<file path="src/rtl/intr_ctrl_if.sv">
// Interrupt controller bus: device request levels and CPU handshake in,
// CPU interrupt lines, vector, device acknowledges and bus enables out.
interface intr_ctrl_if;
    logic [1:0] fintr_req;
    logic [1:0] intr_req;
    logic       cpu_ack;
    logic       cpu_done;
    logic       cpu_fiq;
    logic       cpu_irq;
    logic [1:0] isr_vec;
    logic [1:0] int_ack;
    logic [1:0] Enable;

    // Requesters (devices and CPU) drive the master side.
    modport master (
        output fintr_req, intr_req, cpu_ack, cpu_done,
        input  cpu_fiq, cpu_irq, isr_vec, int_ack, Enable
    );

    // The controller sits on the slave side.
    modport slave (
        input  fintr_req, intr_req, cpu_ack, cpu_done,
        output cpu_fiq, cpu_irq, isr_vec, int_ack, Enable
    );
endinterface

</file>
<file path="src/rtl/intr_ctrl.sv">
// Two-device fixed-priority interrupt controller with fast/normal lines.
// Optional macro INTR_NEST_EN lets a fast request preempt a normal ISR.
module intr_ctrl (
    input  logic        Clk,
    input  logic        Reset,
    intr_ctrl_if.slave  bus
);

    typedef enum logic [2:0] {
        ST_IDLE = 3'd0,
        ST_REQ  = 3'd1,
        ST_ACK  = 3'd2,
`ifdef INTR_NEST_EN
        ST_SVC  = 3'd3,
        ST_FREQ = 3'd4,
        ST_FACK = 3'd5,
        ST_FSVC = 3'd6
`else
        ST_SVC  = 3'd3
`endif
    } state_t;

    // Result is {valid, fast, dev}; fast sources always outrank normal ones.
    function automatic logic [2:0] f_arbitrate(input logic [1:0] fq, input logic [1:0] nq);
        logic [2:0] res;
        res = 3'b000;
        if (fq[0]) begin
            res = 3'b110;
        end else if (fq[1]) begin
            res = 3'b111;
        end else if (nq[0]) begin
            res = 3'b100;
        end else if (nq[1]) begin
            res = 3'b101;
        end else begin
            res = 3'b000;
        end
        return res;
    endfunction

    function automatic logic [1:0] f_onehot(input logic dev);
        logic [1:0] res;
        if (dev) begin
            res = 2'b10;
        end else begin
            res = 2'b01;
        end
        return res;
    endfunction

    state_t     state_r;
    logic       cpu_fiq_r;
    logic       cpu_irq_r;
    logic [1:0] isr_vec_r;
    logic [1:0] int_ack_r;
    logic [1:0] enable_r;
    logic [2:0] arb_s;
    logic       cur_req_s;
`ifdef INTR_NEST_EN
    logic       saved_dev_r;
    logic [2:0] fast_arb_s;
`endif

    // Full arbitration for IDLE and the level of the currently latched source.
    always_comb begin
        arb_s     = f_arbitrate(bus.fintr_req, bus.intr_req);
        cur_req_s = 1'b0;
        if (isr_vec_r[1]) begin
            cur_req_s = bus.fintr_req[isr_vec_r[0]];
        end else begin
            cur_req_s = bus.intr_req[isr_vec_r[0]];
        end
    end

`ifdef INTR_NEST_EN
    // Fast-only arbitration used to preempt a running normal ISR.
    always_comb begin
        fast_arb_s = f_arbitrate(bus.fintr_req, 2'b00);
    end
`endif

    // Handshake FSM; every output is a register written here.
    always_ff @(posedge Clk) begin
        if (Reset) begin
            state_r     <= ST_IDLE;
            cpu_fiq_r   <= 1'b0;
            cpu_irq_r   <= 1'b0;
            isr_vec_r   <= 2'b00;
            int_ack_r   <= 2'b00;
            enable_r    <= 2'b00;
`ifdef INTR_NEST_EN
            saved_dev_r <= 1'b0;
`endif
        end else begin
            int_ack_r <= 2'b00;
            case (state_r)
                ST_IDLE: begin
                    if (arb_s[2]) begin
                        isr_vec_r <= arb_s[1:0];
                        cpu_fiq_r <= arb_s[1];
                        cpu_irq_r <= ~arb_s[1];
                        state_r   <= ST_REQ;
                    end else begin
                        state_r   <= ST_IDLE;
                    end
                end
                ST_REQ: begin
                    if (bus.cpu_ack) begin
                        cpu_fiq_r <= 1'b0;
                        cpu_irq_r <= 1'b0;
                        int_ack_r <= f_onehot(isr_vec_r[0]);
                        enable_r  <= f_onehot(isr_vec_r[0]);
                        state_r   <= ST_ACK;
                    end else if (!cur_req_s) begin
                        // Source withdrew before the CPU took it: no acknowledge.
                        cpu_fiq_r <= 1'b0;
                        cpu_irq_r <= 1'b0;
                        isr_vec_r <= 2'b00;
                        state_r   <= ST_IDLE;
                    end else begin
                        state_r   <= ST_REQ;
                    end
                end
                ST_ACK: begin
                    state_r <= ST_SVC;
                end
                ST_SVC: begin
                    if (bus.cpu_done) begin
                        enable_r  <= 2'b00;
                        isr_vec_r <= 2'b00;
                        state_r   <= ST_IDLE;
`ifdef INTR_NEST_EN
                    end else if (fast_arb_s[2] && !isr_vec_r[1]) begin
                        saved_dev_r <= isr_vec_r[0];
                        isr_vec_r   <= fast_arb_s[1:0];
                        cpu_fiq_r   <= 1'b1;
                        state_r     <= ST_FREQ;
`endif
                    end else begin
                        state_r   <= ST_SVC;
                    end
                end
`ifdef INTR_NEST_EN
                ST_FREQ: begin
                    if (bus.cpu_ack) begin
                        cpu_fiq_r <= 1'b0;
                        int_ack_r <= f_onehot(isr_vec_r[0]);
                        enable_r  <= f_onehot(isr_vec_r[0]);
                        state_r   <= ST_FACK;
                    end else if (!cur_req_s) begin
                        // Fast source withdrew: resume the interrupted normal ISR.
                        cpu_fiq_r <= 1'b0;
                        isr_vec_r <= {1'b0, saved_dev_r};
                        state_r   <= ST_SVC;
                    end else begin
                        state_r   <= ST_FREQ;
                    end
                end
                ST_FACK: begin
                    state_r <= ST_FSVC;
                end
                ST_FSVC: begin
                    if (bus.cpu_done) begin
                        isr_vec_r   <= {1'b0, saved_dev_r};
                        enable_r    <= f_onehot(saved_dev_r);
                        saved_dev_r <= 1'b0;
                        state_r     <= ST_SVC;
                    end else begin
                        state_r     <= ST_FSVC;
                    end
                end
`endif
                default: begin
                    state_r   <= ST_IDLE;
                    cpu_fiq_r <= 1'b0;
                    cpu_irq_r <= 1'b0;
                    isr_vec_r <= 2'b00;
                    int_ack_r <= 2'b00;
                    enable_r  <= 2'b00;
                end
            endcase
        end
    end

    assign bus.cpu_fiq = cpu_fiq_r;
    assign bus.cpu_irq = cpu_irq_r;
    assign bus.isr_vec = isr_vec_r;
    assign bus.int_ack = int_ack_r;
    assign bus.Enable  = enable_r;

endmodule

</file>
<file path="src/flat_wrapper.sv">
// flat-port wrapper written by rule: the top's interface ports become plain ports
module intr_ctrl_flat 
  (Clk, Reset, bus_fintr_req, bus_intr_req, bus_cpu_ack, bus_cpu_done, bus_cpu_fiq, bus_cpu_irq, bus_isr_vec, bus_int_ack, bus_Enable);
  intr_ctrl_if bus_i ();
  input  logic Clk;
  input  logic Reset;
  input wire logic [$bits(bus_i.fintr_req)-1:0] bus_fintr_req;
  input wire logic [$bits(bus_i.intr_req)-1:0] bus_intr_req;
  input wire logic [$bits(bus_i.cpu_ack)-1:0] bus_cpu_ack;
  input wire logic [$bits(bus_i.cpu_done)-1:0] bus_cpu_done;
  output wire logic [$bits(bus_i.cpu_fiq)-1:0] bus_cpu_fiq;
  output wire logic [$bits(bus_i.cpu_irq)-1:0] bus_cpu_irq;
  output wire logic [$bits(bus_i.isr_vec)-1:0] bus_isr_vec;
  output wire logic [$bits(bus_i.int_ack)-1:0] bus_int_ack;
  output wire logic [$bits(bus_i.Enable)-1:0] bus_Enable;
  assign bus_i.fintr_req = bus_fintr_req;
  assign bus_i.intr_req = bus_intr_req;
  assign bus_i.cpu_ack = bus_cpu_ack;
  assign bus_i.cpu_done = bus_cpu_done;
  assign bus_cpu_fiq = bus_i.cpu_fiq;
  assign bus_cpu_irq = bus_i.cpu_irq;
  assign bus_isr_vec = bus_i.isr_vec;
  assign bus_int_ack = bus_i.int_ack;
  assign bus_Enable = bus_i.Enable;
  intr_ctrl u_core (.Clk(Clk), .Reset(Reset), .bus(bus_i));
endmodule
</file>
<file path="config.mk">
export PLATFORM = sky130hd
export DESIGN_NAME = intr_ctrl_flat
export DESIGN_NICKNAME = d
export VERILOG_FILES = /design/src/rtl/intr_ctrl_if.sv /design/src/rtl/intr_ctrl.sv /design/src/flat_wrapper.sv
export SDC_FILE = /design/constraint.sdc
export NUM_CORES = 1
export LEC_CHECK = 0
export CORE_AREA = 2 2 39 41
export CTS_CLUSTER_DIAMETER = 30
export DETAILED_ROUTE_END_ITERATION = 6
export DIE_AREA = 0 0 41 43
export PLACE_DENSITY = 0.66
export SYNTH_ARGS = -nofsm -noshare
export SYNTH_HDL_FRONTEND = slang
export SYNTH_SLANG_ARGS = --single-unit
</file>
<file path="constraint.sdc">
create_clock -name Clk -period 3.7 [get_ports Clk]
set_input_delay 0.555 -clock Clk [delete_from_list [all_inputs] [get_ports Clk]]
set_output_delay 0.555 -clock Clk [all_outputs]
set_load 0.1 [all_outputs]
</file>
# Yosys cells after proc, flatten, opt, wreduce, memory -nomap -nowiden

Index checks and enable logic that the tools add are counted.

Add/sub/neg operators: 0
$mul: 0
Div/mod/pow operators: 0
$lt $le $gt $ge: 1
Equal/unequal tests: 9
Shift operators: 0
Muxes and demuxes: 28
Bitwise operators: 6
Reductions and logical operators: 7

Operators by type and width:

| operator                                                                      | number |
|---|---|
| 3-bit two-way mux                                                             | 5 |
| 2-bit two-way mux                                                             | 7 |
| 3-bit one-hot mux with 4 select lines                                         | 1 |
| 1-bit two-way mux                                                             | 11 |
| 2-bit != test (second input constant)                                         | 4 |
| 2-bit one-hot mux with 4 select lines                                         | 1 |
| 3-bit by 2-bit == test with 1-bit output (second input constant)              | 2 |
| 1-bit NOT                                                                     | 6 |
| 1-bit one-hot mux with 3 select lines                                         | 2 |
| 2-bit one-hot mux with 3 select lines                                         | 1 |
| 3-bit AND reduction                                                           | 2 |
| 5-bit AND reduction                                                           | 1 |
| 2-bit OR reduction                                                            | 2 |
| 3-bit by 1-bit == test with 1-bit output (second input constant)              | 1 |
| 3-bit zero test                                                               | 1 |
| 3-bit != test (second input constant)                                         | 1 |
| 3-bit OR reduction                                                            | 1 |
| 1-bit by 2-bit less-than comparator with 1-bit output (second input constant) | 1 |
| 2-bit by 1-bit != test with 1-bit output (second input constant)              | 1 |

Flip-flop bits (word level): 11
Latch bits: 0
Bits in writable memories: 0
Bits in read-only memories: 0
Bits of input ports: 8
Output and inout port bits: 8
Memories kept: 0

# Logic depth before layout (Yosys ltp)

Gate-level depths: netlist of the first run.

Word-level depth: 7
Depth in mapped cells: 4
Depth with buffers taken out: 4

# Least setup slack after synthesis of the first run

OpenSTA, ideal clock, no wires.

Path type: register to register
Start point: reg u_core.isr_vec_r[0], in the netlist u_core.bus.isr_vec[0]
End point: reg u_core.cpu_irq_r, in the netlist u_core.bus.cpu_irq
Setup time: 123 ps
Arrival: 2334 ps
Required time: 3577 ps
Path slack: 1243 ps
Cell stages (with the launch flop): 5
Period minus slack after synthesis: 2457 ps
Path through: dfxtp_1 > mux4_2 > nor2b_4 > a211oi_2 > mux2_1

Cells in the longest elaborated chain, start to end: 5
Elaborated cells on any way between the ends: 7
Classes of those cells: eq/ne (1); mux (5); reduce/logical (1)

RTL lines:

| element                                                  | RTL line                         | text |
|---|---|---|
| start, declared                                          | intr_ctrl.sv:54                  | `logic [1:0] isr_vec_r;` |
| start signal, assigned                                   | intr_ctrl.sv:99                  | `isr_vec_r <= arb_s[1:0];` |
| 1-bit two-way mux, on equally long branches (2 in a row) | intr_ctrl.sv:71, intr_ctrl.sv:69 |  |
| 1-bit two-way mux (*)                                    | intr_ctrl.sv:68                  | `if (isr_vec_r[1]) begin` |
| 3-bit != test (no line) (*)                              | -                                |  |
| 3-bit AND reduction (no line) (*)                        | -                                |  |
| end signal, assigned                                     | intr_ctrl.sv:101                 | `cpu_irq_r <= ~arb_s[1];` |
| end, declared                                            | intr_ctrl.sv:53                  | `logic cpu_irq_r;` |

Every way passes the cells marked *; elsewhere a longest branch is shown, timed or not. The select of a mux whose other input is x is not followed.
A chain may end at the register's enable or synchronous reset.

# Worst setup path after layout of the first run

Start point: reg u_core.isr_vec_r[0], in the netlist u_core.bus.isr_vec[0]
End point: out bus_isr_vec[0]

RTL lines:

| element       | RTL line           | text |
|---|---|---|
| end, declared | flat_wrapper.sv:13 | `output wire logic [$bits(bus_i.isr_vec)-1:0] bus_isr_vec;` |

No word-level cell between the ends.

==> qor.csv, run 1 <==
stage;metric;value;unit
status;status;complete, no violations;
synth;seq_area_frac_synth;0.388;
worst_setup_path;crit_cells;1;
synth;synth.area.top_cells;sky130_fd_sc_hd__dfxtp_1 39%, sky130_fd_sc_hd__nor2b_4 5.3%, sky130_fd_sc_hd__mux2_1 4.4%, sky130_fd_sc_hd__mux4_2 4.4%, sky130_fd_sc_hd__nand2_1 3.6%;
timing;timing.clock.skew;0.00403;ns
clock_network;cts_inserted_buffers;3;
placement;port-buffer-count;15;
timing;period_needed;2.49;ns
timing;worstMarginPinSlew;0.965;ns
worst_hold_path;holdCritStartpoint;u_core.bus.Enable[1];
clock_network;cts_htree_levels;1;
worst_setup_path;crit_slowest_cell;sky130_fd_sc_hd__clkdlybuf4s50_1;
worst_setup_path;critical_path_required;3.14;ns
pwr;reported_leakage_power;0.000245;uW
layout;layout-area-overhead-vs-synth;34.5;%
worst_setup_path;reg2reg_depth;4;
synth;synthesis.yosys.warnings;0;
worst_hold_path;whs_path_depth;2;
timing;max-slew-margin-rel;0.354;
worst_setup_path;maximum_net_fanout_on_the_critical_path;8;
timing;final-setup-viol-count;0;
clock_network;ctsRootBufferMaster;sky130_fd_sc_hd__clkbuf_4;
worst_setup_path;critical-path-top-delay-family;buffers and inverters;
layout;final_nets;79;
routing;route.final.wire_length;1050;um
pwr;powerDensity;417;mW/mm^2
synth;ys_types;27;
synth;synth_nets;62;
global_routing;grt_max_degree;16;
timing;final.period_utilization;0.672;
synth;xor_xnor_share_of_the_synthesized_area;0;
worst_setup_path;cp_data_arrival_time;1.93;ns
synth;dominant_combinational_cell_family_by_area_after_synthesis;simple AND/OR/NAND/NOR gates;
timing;final.setup.tns;0;ns
worst_setup_path;path_cells;clkdlybuf4s50_1;
global_routing;grt_pass1_wl;1660;um
worst_setup_path;criticalPathCategory;flip-flop to output port;
worst_setup_path;timing.critical_path.buf_inv;1;
floorplanning;die-width;41;um
layout;layout.filler_cells;138;
routing;num_vias;460;
floorplanning;rows;14;
worst_setup_path;cp-start-kind;flip-flop;
routing;drt.antenna.violating_nets;0;
routing;drt_iter0_markers;5;
routing;wire_per_inst;12.3;um
global_routing;first_global_vias;385;
synth;post_synthesis_average_cell_area;9.55;um^2
synth;synthesized_area_fraction_occupied_by_adder_cells;0;
timing;fmax;402;MHz
clock_network;worst_skew_pair.late_latency;0.26;ns
synth;synth-seq-cells;10;
synth;synth.area.mux_share;0.0874;
clock_network;numClockSinks;10;
synth;yosys.area_share.simple;0.362;
timing;fin_hold_ws;0.454;ns
worst_hold_path;worst_hold_path_type;flip-flop to flip-flop;
layout;final_antenna_diode_count;0;
routing;drc_errors;0;
clock_network;cts-root-to-sink-buffers;2;
floorplanning;floorplan.initialDensity;0.373;
global_routing;grt_overflow;0;
synth;post-synth-top-area-cell;sky130_fd_sc_hd__dfxtp_1;
synth;syn-instance-count;54;
clock_network;hold_buffers;0;
floorplanning;floorplan.die.height;43;um
synth;synth_area;515;um^2
floorplanning;core_area;0.00138;mm^2
pwr;worst_ir_drop_vdd;0.215;mV
timing;report.final.slew_viol_count;0;
clock_network;tritoncts;done;
global_routing;antenna_found_initial;0;
global_routing;grt_use_total;0.141;
floorplanning;pin_count;16;
worst_setup_path;setup.worst_path.start;u_core.bus.isr_vec[0];
layout;final_layout_size_suffix_gt1_frac;0.130;
worst_setup_path;end_kind;output port;
clock_network;cts_resized;0;
placement;routabilityCongestion;0.845;
clock_network;worst_setup_hold_path_clk_slew;0.06;ns
routing;drt_pre_antenna_iters;3;
run;drv_cap;0;
worst_setup_path;worst_r2r_startpoint;u_core.bus.isr_vec[0];
timing;hold_viol_final;0;
timing;grt_setup_unrepaired;no;
worst_setup_path;timing.critical_path.slowest_cell_delay;1.19;ns
synth;synth_top_cell_area_share;0.388;
floorplanning;die-area;0.00176;mm^2
synth;synth_compound_area_frac;0.133;
clock_network;cts_setup_buffers;0;
routing;vias_per_cell;5.41;
## cell usage after synthesis
master                      n
sky130_fd_sc_hd__dfxtp_1   10
sky130_fd_sc_hd__nand2_1    5
sky130_fd_sc_hd__a21oi_1    3
sky130_fd_sc_hd__nor2_1     3
sky130_fd_sc_hd__nor3_1     3
sky130_fd_sc_hd__a31oi_1    2
sky130_fd_sc_hd__and2b_1    2
sky130_fd_sc_hd__clkbuf_1   2
sky130_fd_sc_hd__mux2_1     2
sky130_fd_sc_hd__nand4_1    2
sky130_fd_sc_hd__nor2b_4    2
sky130_fd_sc_hd__o21ai_0    2
sky130_fd_sc_hd__or3b_1     2
sky130_fd_sc_hd__a211oi_1   1
sky130_fd_sc_hd__a211oi_2   1
sky130_fd_sc_hd__and4bb_2   1
sky130_fd_sc_hd__buf_4      1
sky130_fd_sc_hd__mux4_2     1
sky130_fd_sc_hd__nand2b_1   1
sky130_fd_sc_hd__nand3b_1   1
sky130_fd_sc_hd__nand4b_1   1
sky130_fd_sc_hd__nor3b_1    1
sky130_fd_sc_hd__nor4b_1    1
sky130_fd_sc_hd__o21ai_1    1
sky130_fd_sc_hd__o22ai_1    1
sky130_fd_sc_hd__or3_1      1
sky130_fd_sc_hd__or4_4      1
## area by class of cell
class                      count  area, um^2  area share
clock buffer                   3        22.5      0.0325
timing repair buffer          15         150       0.217
multi-input combinational     41         300       0.433
sequential                    10         200       0.289
tap                           16        20.0      0.0289
## path summary, 6_finish.rpt
| path | end | slack [ns] |
|---|---|---|
| min | u_core.bus.Enable[1] | 0.45 |
| max | bus_isr_vec[0] | 1.21 |
| min reg2reg | u_core.bus.Enable[1] | 0.45 |
| max reg2reg | u_core.bus.cpu_irq | 1.81 |
## cell usage in the layout (no fill, tap or decap)
master	netlist	final
sky130_fd_sc_hd__clkdlybuf4s50_1	0	15
sky130_fd_sc_hd__dfxtp_1	10	10
sky130_fd_sc_hd__nand2_1	5	5
sky130_fd_sc_hd__nor2_1	3	3
sky130_fd_sc_hd__nor3_1	3	3
sky130_fd_sc_hd__a21oi_1	3	3
sky130_fd_sc_hd__clkbuf_4	0	3
sky130_fd_sc_hd__o21ai_0	2	2
sky130_fd_sc_hd__nor2b_4	2	2
sky130_fd_sc_hd__mux2_1	2	2
sky130_fd_sc_hd__and2b_1	2	2
sky130_fd_sc_hd__nand4_1	2	2
sky130_fd_sc_hd__or3b_1	2	2
sky130_fd_sc_hd__a31oi_1	2	2
sky130_fd_sc_hd__mux4_2	1	1
sky130_fd_sc_hd__or4_4	1	1
sky130_fd_sc_hd__a211oi_2	1	1
sky130_fd_sc_hd__nand2b_1	1	1
sky130_fd_sc_hd__o22ai_1	1	1
sky130_fd_sc_hd__nand3b_1	1	1
sky130_fd_sc_hd__and4bb_2	1	1
sky130_fd_sc_hd__or3_1	1	1
sky130_fd_sc_hd__nor4b_1	1	1
sky130_fd_sc_hd__nand4b_1	1	1
sky130_fd_sc_hd__o21ai_1	1	1
sky130_fd_sc_hd__a211oi_1	1	1
sky130_fd_sc_hd__nor3b_1	1	1
## cells by family after synthesis
logic type	Yosys count
simple gates	27
mux	3
compound gates	11
buf+inv	3
flops	10
## flip-flops by register name (all words and copies together) (netlist names)
| register | cells |
|---|---|
| u_core.bus.Enable | 2 |
| u_core.bus.int_ack | 2 |
| u_core.bus.isr_vec | 2 |
| u_core.state_r | 2 |
| u_core.bus.cpu_fiq | 1 |
| u_core.bus.cpu_irq | 1 |
## worst min-delay path: stages, from the launching register on
cell                      delay (ns)
sky130_fd_sc_hd__dfxtp_1        0.30
sky130_fd_sc_hd__nand2_1        0.05
sky130_fd_sc_hd__a21oi_1        0.05
## routing by layer
layer  GRT usage  up-vias  part of all wire
li1            -      234                 -
met1       0.189      213              0.50
met2       0.188       13              0.42
met3      0.0838        0             0.082
met4      0.0400        0                 0
met5           0        -                 0
## report_power, final
part           switching [uW]  total, uW  internal (uW)
Sequential               12.8        128            115
Clock                    32.3       69.6           37.3
Combinational            58.4       91.4           33.1
Total                     103        289            186
## metrics by stage
stage	worst slack, ns	instances	total power [uW]	utilization	cell area [um^2]
after floorplan	1.24	54	197	-	515
after global placement	1.34	82	222	0.485	671
after detailed placement	1.29	82	222	0.485	671
after CTS	1.19	85	292	0.501	693
after global routing	1.11	85	303	0.501	693
final	1.21	85	289	0.501	693
No activity file was read; power rests on OpenSTA's default activity.
==> run 2: changes to the inputs <==
==> constraint.sdc (replaced) <==
create_clock -name Clk -period 2.3 [get_ports Clk]
set_input_delay 0.345 -clock Clk [delete_from_list [all_inputs] [get_ports Clk]]
set_output_delay 0.345 -clock Clk [all_outputs]
set_load 0.1 [all_outputs]
==> run 2 against run 1 <==
Wire length grew 1.2%. First-iteration DRC count rose to 4.0 times the previous value. Via count increased by 2.2%. Critical path type is now input port to flip-flop. Largest cell class unchanged.
==> qor.csv, run 2 (synthesis results as in run 1) <==
stage;metric;value;unit;change
pwr;worst_ir_drop_vdd;0.266;mV;was 0.215 mV
layout;final_common_cell;sky130_fd_sc_hd__dfxtp_1;;was sky130_fd_sc_hd__clkdlybuf4s50_1
timing;timing.clock.skew;0.00719;ns;was 0.00403 ns
pwr;sequentialPowerShare;0.400;;was 0.443
layout;layout.cells.most_common_list;9 x sky130_fd_sc_hd__dfxtp_1, 8 x sky130_fd_sc_hd__buf_4, 7 x sky130_fd_sc_hd__clkdlybuf4s50_1;;was 15 x sky130_fd_sc_hd__clkdlybuf4s50_1, 10 x sky130_fd_sc_hd__dfxtp_1, 5 x sky130_fd_sc_hd__nand2_1
floorplanning;core_area;0.00138;mm^2;unchanged
worst_setup_path;crit_slowest_cell;sky130_fd_sc_hd__mux4_2;;was sky130_fd_sc_hd__clkdlybuf4s50_1
layout;final_nets;79;;unchanged
routing;drt_iter0_markers;20;;was 5
routing;drc_errors;0;;unchanged
floorplanning;die-width;41;um;unchanged
status;status;complete, no violations;;unchanged
worst_setup_path;criticalPathCategory;input port to flip-flop;;was flip-flop to output port
global_routing;grt.met1_usage;0.202;;was 0.189
timing;final.setup.worst_slack;0.404;ns;was 1.21 ns
floorplanning;die-area;0.00176;mm^2;unchanged
placement;routabilityCongestion;0.787;;was 0.845
floorplanning;floorplan.initialDensity;0.373;;unchanged
pwr;power.switching;182;uW;was 103 uW
clock_network;ctsRootBufferMaster;sky130_fd_sc_hd__clkbuf_4;;unchanged
worst_hold_path;worst_hold_path_type;flip-flop to flip-flop;;unchanged
worst_setup_path;crit_cells;5;;was 1
worst_setup_path;timing.critical_path.slowest_cell_delay;0.50;ns;was 1.19 ns
pwr;powerDensity;748;mW/mm^2;was 417 mW/mm^2
worst_setup_path;timing.critical_path.to;u_core.bus.cpu_irq;;was bus_isr_vec[0]
placement;port-buffer-count;15;;unchanged
clock_network;numClockSinks;10;;unchanged
layout;final_layout_size_suffix_gt1_frac;0.271;;was 0.130
layout;layout.filler_cells;137;;was 138
timing;worstMarginPinSlew;0.474;ns;was 0.965 ns
timing;period_needed;1.90;ns;
worst_setup_path;end_kind;flip-flop;;was output port
global_routing;antenna_found_initial;0;;unchanged
worst_setup_path;path_cells;clkdlybuf4s50_1, mux4_2, nor2b_4, a211oi_2, mux2_1;;was clkdlybuf4s50_1
worst_setup_path;reg2reg_depth;4;;unchanged
timing;final.setup.tns;0;ns;unchanged
clock_network;cts_inserted_buffers;3;;unchanged
clock_network;cts_resized;0;;unchanged
timing;final-setup-viol-count;0;;unchanged
worst_setup_path;cp-start-kind;input port;;was flip-flop
clock_network;worst_setup_hold_path_clk_slew;0.07;ns;was 0.06 ns
global_routing;grt_max_degree;16;;unchanged
global_routing;grt_overflow;0;;unchanged
clock_network;worst_skew_pair.late_latency;0.27;ns;was 0.26 ns
worst_setup_path;critical-path-top-delay-family;multiplexers;;was buffers and inverters
clock_network;cts_setup_buffers;0;;unchanged
worst_setup_path;r2r_slack;0.51;ns;was 1.81 ns
layout;layout-area-overhead-vs-synth;33.5;%;was 34.5%
worst_setup_path;cp_data_arrival_time;2.05;ns;was 1.93 ns
clock_network;hold_buffers;0;;unchanged
global_routing;gr-usage-met2;0.200;;was 0.188
clock_network;cts-root-to-sink-buffers;2;;unchanged
routing;num_vias;470;;was 460
pwr;p_sw_frac;0.354;;was 0.358
timing;hold_viol_final;0;;unchanged
global_routing;grt_pass1_wl;1770;um;was 1660 um
routing;drt_pre_antenna_iters;4;;was 3
worst_setup_path;worst_r2r_startpoint;u_core.bus.isr_vec[0];;unchanged
worst_setup_path;timing.critical_path.buf_inv;1;;unchanged
floorplanning;pin_count;16;;unchanged
layout;area_used_by_multi_input_combinational_logic;300;um^2;unchanged
routing;wire_per_inst;12.3;um;about the same
floorplanning;rows;14;;unchanged
timing;max-slew-margin-rel;0.683;;was 0.354
global_routing;grt_use_total;0.152;;was 0.141
worst_setup_path;critical_path_required;2.46;ns;was 3.14 ns
timing;fmax;527;MHz;
timing;fin_hold_ws;0.456;ns;was 0.454 ns
worst_setup_path;maximum_net_fanout_on_the_critical_path;5;;was 8
layout;final_antenna_diode_count;0;;unchanged
pwr;intPower;332;uW;was 186 uW
routing;vias_per_cell;5.47;;was 5.41
run;drv_cap;0;;unchanged
global_routing;first_global_vias;413;;was 385
worst_setup_path;setup.worst_path.start;bus_fintr_req[1];;was u_core.bus.isr_vec[0]
floorplanning;floorplan.die.height;43;um;unchanged
pwr;clkPwrFrac;0.320;;was 0.241
timing;final.period_utilization;0.824;;
timing;grt_setup_unrepaired;no;;unchanged
routing;route.final.wire_length;1060;um;was 1050 um
layout;final-seq-area;201;um^2;was 200 um^2
clock_network;cts_htree_levels;1;;unchanged
clock_network;tritoncts;done;;unchanged
global_routing;grt_most_used_layer;met1;;unchanged
pwr;power.share.combinational;0.279;;was 0.316
timing;report.final.slew_viol_count;0;;unchanged
worst_setup_path;regToRegEndpoint;u_core.bus.cpu_irq;;unchanged
pwr;reported_leakage_power;0.000268;uW;was 0.000245 uW
placement;hpwl_after_detailed_placement;736;um;
placement;dpl_worst_slack;0.0992;ns;was 1.29 ns
global_routing;grt.met3_usage;0.0524;;was 0.0838
routing;drt.antenna.violating_nets;0;;unchanged
[run 2: layout make-up]
class	count	share of cell area
tap	16	0.0291
sequential	10	0.293
timing repair buffer	15	0.189
multi-input combinational	41	0.436
clock buffer	4	0.0527
[run 2: worst min path at each step]
stage                                 endpoint  slack [ns]                  from  depth (start not counted)
final                     u_core.bus.Enable[1]        0.46  u_core.bus.Enable[1]                          2
after floorplan           u_core.bus.Enable[1]        0.51           bus_cpu_ack                          2
after global placement    u_core.bus.Enable[1]        0.45  u_core.bus.Enable[1]                          2
after CTS                 u_core.bus.Enable[1]        0.47  u_core.bus.Enable[1]                          2
after global routing      u_core.bus.Enable[1]        0.48  u_core.bus.Enable[1]                          2
after detailed placement  u_core.bus.Enable[1]        0.45  u_core.bus.Enable[1]                          2
[run 2: worst reg2reg max path: stages (launching register included)]
cell and delay (ns):
sky130_fd_sc_hd__dfxtp_2 0.41, sky130_fd_sc_hd__mux4_2 0.53, sky130_fd_sc_hd__nor2b_4 0.15, sky130_fd_sc_hd__a211oi_2 0.25, sky130_fd_sc_hd__mux2_1 0.34
[run 2: power by group through the flow]
stage                     sequential, uW  clock, uW  combinational [uW]
after floorplan                      264          0                52.3
after global placement               210          0                 144
after detailed placement             210          0                 144
after CTS                            206        171                 144
after global routing                 209        175                 152
final                                206        165                 144
[run 2: per-layer routing]
metal	up-vias	share of wire	wire, um
met5	-	0	0
met2	18	0.45	479
met4	0	0.016	17
li1	233	-	-
met1	217	0.44	464
met3	2	0.094	100
[run 2: metrics by stage]
stage / instance area [um^2] / total power, uW / instances / util
after global routing: 688 / 536 / 86 / 0.497
after floorplan: 517 / 317 / 54 / -
after global placement: 652 / 353 / 82 / 0.471
after detailed placement: 652 / 354 / 82 / 0.471
final: 688 / 514 / 86 / 0.497
after CTS: 688 / 521 / 86 / 0.497
==> run 3: changes to the inputs <==
==> constraint.sdc (replaced) <==
create_clock -name Clk -period 1.81 [get_ports Clk]
set_input_delay 0.2715 -clock Clk [delete_from_list [all_inputs] [get_ports Clk]]
set_output_delay 0.2715 -clock Clk [all_outputs]
set_load 0.1 [all_outputs]
==> run 3 against run 2 <==
Sequential power grew 26%. Non-clock buffer count grew 4. Final cell count grew 4.7%. Design area grew 8.2%. Total power grew 27%. Combinational power grew 37%. Clock skew shrank 0.0052 ns. First-iteration DRC count shrank 75%. Hold slack lost 0.0024 ns. Core utilization grew 4.1 points. Critical path type is now flip-flop to flip-flop. Critical endpoint unchanged. Largest power group unchanged.
==> qor.csv, run 3 (synthesis results as in run 1) <==
stage;metric;value;unit;change
status;status;complete, no violations;;unchanged
floorplanning;rows;14;;unchanged
placement;port-buffer-count;15;;unchanged
worst_hold_path;whs_path_depth;2;;unchanged
worst_setup_path;crit_slowest_cell;sky130_fd_sc_hd__mux4_2;;unchanged
floorplanning;floorplan.initialDensity;0.373;;unchanged
clock_network;cts_htree_levels;1;;unchanged
timing;grt_setup_unrepaired;no;;unchanged
timing;timing.clock.skew;0.00197;ns;was 0.00719 ns
pwr;intPower;430;uW;was 332 uW
worst_setup_path;regToRegEndpoint;u_core.bus.cpu_irq;;unchanged
clock_network;ctsRootBufferMaster;sky130_fd_sc_hd__clkbuf_4;;unchanged
worst_hold_path;hold_end;u_core.bus.Enable[1];;unchanged
routing;vias_per_cell;5.13;;was 5.47
timing;final.period_utilization;0.945;;
floorplanning;die-width;41;um;unchanged
layout;final_util;0.538;;was 0.497
pwr;p_sw_frac;0.341;;was 0.354
routing;drc_errors;0;;unchanged
timing;final.setup.worst_slack;0.0994;ns;was 0.404 ns
routing;drt.antenna.violating_nets;0;;unchanged
global_routing;first_global_vias;380;;was 413
timing;final-setup-viol-count;0;;unchanged
routing;num_vias;462;;was 470
timing;fmax;585;MHz;
layout;final_antenna_diode_count;0;;unchanged
layout;final-seq-area;205;um^2;was 201 um^2
timing;fin_hold_ws;0.454;ns;was 0.456 ns
pwr;sequentialPowerShare;0.398;;was 0.400
floorplanning;die-area;0.00176;mm^2;unchanged
worst_setup_path;end_kind;flip-flop;;unchanged
worst_hold_path;holdCritStartpoint;u_core.bus.Enable[1];;unchanged
worst_setup_path;cp-start-kind;flip-flop;;was input port
layout;final_layout_size_suffix_gt1_frac;0.324;;was 0.271
routing;drt_pre_antenna_iters;4;;unchanged
worst_setup_path;reg2reg_depth;4;;unchanged
global_routing;grt_pass1_wl;1740;um;was 1770 um
clock_network;tritoncts;done;;unchanged
timing;worstMarginPinSlew;0.496;ns;was 0.474 ns
pwr;clkPwrFrac;0.299;;was 0.320
global_routing;antenna_found_initial;0;;unchanged
clock_network;cts_setup_buffers;0;;unchanged
global_routing;grt_max_degree;16;;unchanged
worst_setup_path;r2r_slack;0.1;ns;was 0.51 ns
global_routing;grt_overflow;0;;unchanged
floorplanning;pin_count;16;;unchanged
layout;area_used_by_multi_input_combinational_logic;300;um^2;unchanged
worst_setup_path;timing.critical_path.slowest_cell_delay;0.50;ns;about the same
worst_setup_path;path_cells;mux4_2, nor2b_4, a211oi_2, mux2_1;;was clkdlybuf4s50_1, mux4_2, nor2b_4, a211oi_2, mux2_1
clock_network;worst_setup_hold_path_clk_slew;0.06;ns;was 0.07 ns
layout;layout.filler_cells;131;;was 137
clock_network;cts-root-to-sink-buffers;2;;unchanged
layout;final_common_cell;sky130_fd_sc_hd__buf_4;;was sky130_fd_sc_hd__dfxtp_1
pwr;reported_leakage_power;0.000328;uW;was 0.000268 uW
layout;final_nets;83;;was 79
placement;hpwl_after_detailed_placement;860;um;was 736 um
timing;max-slew-margin-rel;0.669;;was 0.683
pwr;power.switching;223;uW;was 182 uW
timing;period_needed;1.71;ns;
pwr;worst_ir_drop_vdd;0.590;mV;was 0.266 mV
clock_network;worst_skew_pair.late_latency;0.26;ns;was 0.27 ns
routing;wire_per_inst;12.6;um;was 12.3 um
clock_network;cts_inserted_buffers;3;;unchanged
layout;layout-area-overhead-vs-synth;44.4;%;was 33.5%
worst_hold_path;worst_hold_path_type;flip-flop to flip-flop;;unchanged
worst_setup_path;critical_path_required;1.96;ns;was 2.46 ns
placement;dpl_worst_slack;-0.261;ns;was 0.0992 ns
timing;hold_viol_final;0;;unchanged
layout;layout.cells.most_common_list;11 x sky130_fd_sc_hd__buf_4, 8 x sky130_fd_sc_hd__dfxtp_1, 5 x sky130_fd_sc_hd__nand2_1;;was 9 x sky130_fd_sc_hd__dfxtp_1, 8 x sky130_fd_sc_hd__buf_4, 7 x sky130_fd_sc_hd__clkdlybuf4s50_1
placement;routabilityCongestion;0.796;;was 0.787
pwr;power.share.combinational;0.303;;was 0.279
routing;route.final.wire_length;1130;um;was 1060 um
layout;post-route-cell-area;744;um^2;was 688 um^2
routing;drt_iter0_markers;5;;was 20
clock_network;numClockSinks;10;;unchanged
placement;postPlaceCellArea;698;um^2;was 652 um^2
worst_setup_path;worst_r2r_startpoint;u_core.bus.isr_vec[0];;unchanged
floorplanning;floorplan.die.height;43;um;unchanged
pwr;total_power;653;uW;was 514 uW
timing;report.final.slew_viol_count;0;;unchanged
worst_setup_path;maximum_net_fanout_on_the_critical_path;2;;was 5
worst_setup_path;cp_data_arrival_time;1.86;ns;was 2.05 ns
run;drv_cap;0;;unchanged
floorplanning;core_area;0.00138;mm^2;unchanged
global_routing;grt_use_total;0.145;;was 0.152
worst_setup_path;criticalPathCategory;flip-flop to flip-flop;;was input port to flip-flop
pwr;powerDensity;877;mW/mm^2;was 748 mW/mm^2
==> run 3: cell count changes in the layout (fill, tap and decap cells not counted), sizes merged <==
cell,previous run,this run
clkdlybuf4s50,7,3
dlymetal6s2s,0,4
buf,8,12
==> run 3: final cells by class <==
class | count | share of cell area
clock buffers | 4 | 0.0487
repair buffers | 19 | 0.245
multi-input cells | 41 | 0.403
flip-flops and latches | 10 | 0.276
well taps | 16 | 0.0269
==> run 3: stage by stage <==
step / instances / TNS, ns
finish: 90 / 0
global route: 90 / 0
CTS: 90 / 0
detailed placement: 86 / -0.765
global placement: 86 / -0.587
floorplan: 54 / -0.0669
==> run 3: what timing repair did <==
| action | in CTS | in global routing |
|---|---|---|
| hold buffers | 0 | 0 |
| gates resized for setup | 0 | 4 |
| endpoints found under the setup margin | 0 | 2 |
==> run 3: worst max-delay path by stage <==
stage / cells past startpoint / from / slack [ns] / to
4_1_cts: 5 / bus_fintr_req[1] / 0.02 / u_core.bus.cpu_irq
6_report: 4 / u_core.bus.isr_vec[0] / 0.1 / u_core.bus.cpu_irq
3_5_place_dp: 5 / bus_fintr_req[1] / -0.26 / u_core.bus.cpu_irq
2_1_floorplan: 4 / u_core.bus.isr_vec[0] / -0.07 / u_core.bus.cpu_irq
3_3_place_gp: 5 / bus_intr_req[0] / -0.20 / u_core.bus.isr_vec[1]
5_1_grt: 4 / u_core.bus.isr_vec[0] / 0.05 / u_core.bus.cpu_irq
==> run 3: metal layers <==
layer | share of wire | wire length [um] | GRT usage | up-vias
met5 | 0 | 0 | 0 | -
met4 | 0 | 0 | 0 | 0
met3 | 0.084 | 95 | 0.0785 | 0
met2 | 0.44 | 495 | 0.194 | 16
met1 | 0.48 | 540 | 0.218 | 203
li1 | - | - | - | 243
==> run 3: worst max-delay path: cells and delay by family (launching register included) <==
kind,cells,cell delay (ns)
flops,1,0.35
simple gates,1,0.15
mux,2,0.84
compound gates,1,0.25
==> run 3: power groups by stage <==
| stage | Clock, uW | Sequential, uW | Combinational (uW) |
|---|---|---|---|
| final | 195 | 260 | 198 |
| after global placement | 0 | 264 | 197 |
| after floorplan | 0 | 336 | 66.3 |
| after detailed placement | 0 | 264 | 199 |
| after global routing | 212 | 263 | 207 |
| after CTS | 203 | 260 | 200 |
==> variant 1: new RTL, flow settings as in run 3 <==
Make the reset (`Reset`) asynchronous in one clocked block.
--- a/src/rtl/intr_ctrl.sv
+++ b/src/rtl/intr_ctrl.sv
@@ -82,3 +82,3 @@
     // Handshake FSM; every output is a register written here.
-    always_ff @(posedge Clk) begin
+    always_ff @(posedge Clk or posedge Reset) begin
         if (Reset) begin
Behaviour: differs if Reset is asserted again (counterexample within 4 cycles, from zero or initial values and one cycle with Reset high); with Reset held inactive, the same outputs for 10 cycles.
==> variant 1 against run 3 <==
- routed wire length down 3.8%
- global-route usage up 1.1 points
- synthesized area up 7.5%
- synthesized cell count up 5.6%
- critical path depth up 1
- fmax up 13%
- worst hold slack worse by 0.17 ns
- sequential cell count unchanged
- design area up 2.5%
- setup slack better by 0.19 ns
Power is left out: the tool's default activity adds up to more than one toggle a clock period on the data nets, which glitch-free logic cannot reach.
==> variant 1: results (changes against run 3) <==
Route
  • WL/cell: 12.0 um (was 12.6 um)
  • Drt pass-1 iters: 4 (unchanged)
  • Avg Vias per Cell: 5.19 (was 5.13)
  • Starting DRC count in detailed routing: 6 (was 5)

Critical path
  • Critical path's top delay family: simple AND/OR/NAND/NOR gates (was multiplexers)
  • R2R cell count: 4 (unchanged)
  • CP peak stage delay: 0.44 ns (was 0.50 ns)
  • Kind of critical path: primary input to flop (was flop to flop)
  • RR Startpoint: u_core.bus.isr_vec[1] (was u_core.bus.isr_vec[0])
  • Crit path launch: bus_intr_req[0] (was u_core.bus.isr_vec[0])
  • Worst-path maximum fanout: 3 (was 2)
  • CP max stage cell: nor4_1 (was mux4_2)
  • R2r setup slk: 0.38 ns (was 0.1 ns)
  • R2r endpoint: u_core.bus.cpu_irq (unchanged)
  • Data arrival, critical path: 1.67 ns (was 1.86 ns)

Place
  • Dpl ws: 0.00486 ns (was -0.261 ns)
  • Final GP Congestion: 0.717 (was 0.796)
  • Hpwl dp: 836 um (was 860 um)
  • Port Buffers: 15 (unchanged)

Finish
  • Layout cells sized above 1: 0.293 (was 0.324)
  • Fin nets: 84 (was 83)
  • Number of inserted diodes: 0 (unchanged)

Logic synthesis
  • Yosys cell types: 28 (was 27)
  • Ys Warns: 0 (unchanged)
  • Synth Net Count: 65 (was 62)
  • Seq/Total Area, Yosys: 0.451 (was 0.388)
  • Largest cells by area after synthesis: dfrtp_1 45%, mux2_4 5.4%, a21oi_1 4.5% (was dfxtp_1 39%, nor2b_4 5.3%, mux2_1 4.4%)
  • Synth cell count leaders: 10 x dfrtp_1, 5 x a21oi_1, 4 x nand2_1, 4 x o21ai_1 (was 10 x dfxtp_1, 5 x nand2_1, 3 x a21oi_1, 3 x nor2_1, 3 x nor3_1)
  • Fraction of synthesis flops using an asynchronous set or reset pin: 1.00 (was 0)

Clocking
  • CTS H-tree depth: 1 (unchanged)
  • Clock buffers created by TritonCTS: 3 (unchanged)
  • CTS max path bufs: 2 (unchanged)
  • Post-cts sizing count: 0 (unchanged)
  • Clock latency on the worst-skew pair: 0.26 ns (about the same)
  • Post-CTS Hold Buffers: 0 (unchanged)
  • Worst-path clk slew: about 0.070 ns
  • Root buf cell: clkbuf_4 (unchanged)
  • Setup bufs post-CTS: 0 (unchanged)

Run status
  • Outcome: completed (unchanged)

Timing
  • Clock period minus final worst setup slack: 1.52 ns (was 1.71 ns)
  • Worst Skew: 0.00134 ns (was 0.00197 ns)
  • Slew HR: 0.690 (was 0.669)

Global route
  • Vias in the first global route: 417 (was 380)
  • Tot GR Track Use: 0.156 (was 0.145)
  • Antenna violations before repair: 0 (unchanged)
  • Largest net degree at the start of global routing: 15 (was 16)
  • First-pass GRT wire length: 1760 um (was 1740 um)

Worst hold path
  • Hold Path Class: primary input to async pin (was flop to flop)
==> variant 1: cell types whose count changed after synthesis, sizes merged, moves of 3 or more <==
cell          run 3  this run
a21oi             3         6
dfrtp             0        10
dfxtp            10         0
inv               0         4
==> variant 1: how the worst min path moves through the flow <==
stage | from | to | slack, ns
global route | Reset | u_core.state_r[1] | 0.32
CTS | Reset | u_core.bus.Enable[0] | 0.30
floorplan | Reset | u_core.bus.Enable[0] | 0.11
finish | Reset | u_core.bus.cpu_fiq | 0.28
detailed placement | u_core.bus.cpu_fiq | u_core.bus.cpu_fiq | 0.50
global placement | u_core.bus.cpu_fiq | u_core.bus.cpu_fiq | 0.50
==> variant 1: cell families after synthesis <==
logic type | count (synthesis) | synth area share
AND/OR/NAND/NOR | 20 | 0.208
AO/OA/AOI/OAI | 17 | 0.205
flip-flops | 10 | 0.451
buffers and inverters | 7 | 0.0632
multiplexers | 3 | 0.0722
==> variant 1: per-layer routing <==
metal,wire [um],up-vias,part of all wire,GRT usage
met5,0,-,0,0
met4,38,0,0.035,0.120
met3,46,4,0.042,0.0471
met2,514,18,0.47,0.213
met1,490,211,0.45,0.196
li1,-,239,-,-
==> variant 1: cell type report <==
type	count	area, um^2
clock buffers	4	36.3
fillers	136	621
inverters	4	15.0
multi-input cells	40	269
flip-flops and latches	10	253
well taps	16	20.0
repair buffers	17	170
==> variant 1: stage by stage <==
step	cells	hold WS [ns]	area [um^2]
finish	91	0.282	763
global route	91	0.317	763
CTS	91	0.295	763
detailed placement	87	0.498	727
global placement	87	0.499	727
floorplan	57	0.112	557
==> variant 2: new RTL, flow settings as in run 3 <==
Made on the original files. Encoding of `state_t`: now one-hot (4 bits for 4 states).
--- a/src/rtl/intr_ctrl.sv
+++ b/src/rtl/intr_ctrl.sv
@@ -8,6 +8,6 @@
 
-    typedef enum logic [2:0] {
-        ST_IDLE = 3'd0,
-        ST_REQ  = 3'd1,
-        ST_ACK  = 3'd2,
+    typedef enum logic [3:0] {
+        ST_IDLE = 4'b0001,
+        ST_REQ  = 4'b0010,
+        ST_ACK  = 4'b0100,
 `ifdef INTR_NEST_EN
@@ -18,3 +18,3 @@
 `else
-        ST_SVC  = 3'd3
+        ST_SVC  = 4'b1000
 `endif
Formal check against the unedited RTL: no difference found for any inputs over 10 cycles, from zero or initial values and one cycle with Reset high; not proved beyond that.
==> variant 2 against run 3 <==
- final cell count increased by 27%
- highest routed layer is now met4
- global-route usage increased by 5.8 points
- fmax decreased by 1.2%
- synthesized area increased by 31%
- design area increased by 24%
- non-clock buffer count increased by 7
- routed wire length increased by 31%
- total power increased by 45%
- setup slack got worse by 0.020 ns
- sequential cell count increased by 2
==> variant 2: results (changes against run 3) <==
Run status
  • Outcome: completed (unchanged)

Finish
  • Area grow syn2layout: 36.3% (was 44.4%)
  • Fill cells: 122 (was 131)
  • Post-route insts no fill: 114 (was 90)

Worst hold path
  • Hold worst-path end: u_core.bus.Enable[0] (was u_core.bus.Enable[1])
  • Hold_sp: u_core.bus.Enable[0] (was u_core.bus.Enable[1])

Critical path
  • Worst-path maximum fanout: 7 (was 2)
  • R2R cell count: 3 (was 4)
  • RR Startpoint: u_core.state_r[2] (was u_core.bus.isr_vec[0])

Logic synthesis
  • Cells after synthesis: 74 (was 54)
  • Seq/Total Area, Yosys: 0.356 (was 0.388)
  • Yosys cell types: 34 (was 27)
  • Synth Net Count: 82 (was 62)
  • Largest cells by area after synthesis: dfxtp_1 36%, buf_6 5.0%, nand2b_1 3.7% (was dfxtp_1 39%, nor2b_4 5.3%, mux2_1 4.4%)

Route
  • Via Count: 633 (was 462)
  • DRT Wirelength: 1480 um (was 1130 um)

Power and ir drop
  • Power Internal: 579 uW (was 430 uW)
  • Pleak: 0.000345 uW (was 0.000328 uW)
  • Max VDD drop: 0.653 mV (was 0.590 mV)

Place
  • Final GP Congestion: 0.821 (was 0.796)
  • Hpwl dp: 1160 um (was 860 um)
  • Dpl ws: -0.206 ns (was -0.261 ns)

Global route
  • First-pass GRT wire length: 2440 um (was 1740 um)
  • Vias in the first global route: 564 (was 380)
  • Largest net degree at the start of global routing: 10 (was 16)
  • Tot GR Track Use: 0.204 (was 0.145)

Timing
  • Worst hold slack: 0.474 ns (was 0.454 ns)

Clocking
  • Clock latency on the worst-skew pair: 0.28 ns (was 0.26 ns)
## variant 2: area by class of cell
| type | count | share of cell area |
|---|---|---|
| Multi-Input combinational cell | 54 | 0.418 |
| Timing Repair Buffer | 26 | 0.245 |
| Clock buffer | 4 | 0.0394 |
| Sequential cell | 12 | 0.268 |
| Tap cell | 16 | 0.0217 |
| Inverter | 2 | 0.00815 |
## variant 2: logic make-up (layout without fill, tap and decap cells)
kind of cell,Yosys count,in the layout,synth area share
mux,3,3,0.0630
flops,12,12,0.356
xor+xnor,1,1,0.0130
compound gates,20,20,0.194
simple gates,30,30,0.278
buf+inv,8,32,0.0963
## variant 2: metal layers
metal,part of all wire,routed length [um],track usage,vias up
met4,0.024,36,0.120,0
met1,0.47,696,0.278,284
met3,0.043,64,0.0314,5
met2,0.46,687,0.291,19
met5,0,0,0,-
li1,-,-,-,325
## variant 2: critical path: stages, from the launching register on
cell	delay [ns]
dfxtp_1	0.39
or4b_1	0.61
or4_1	0.53
a21oi_1	0.14
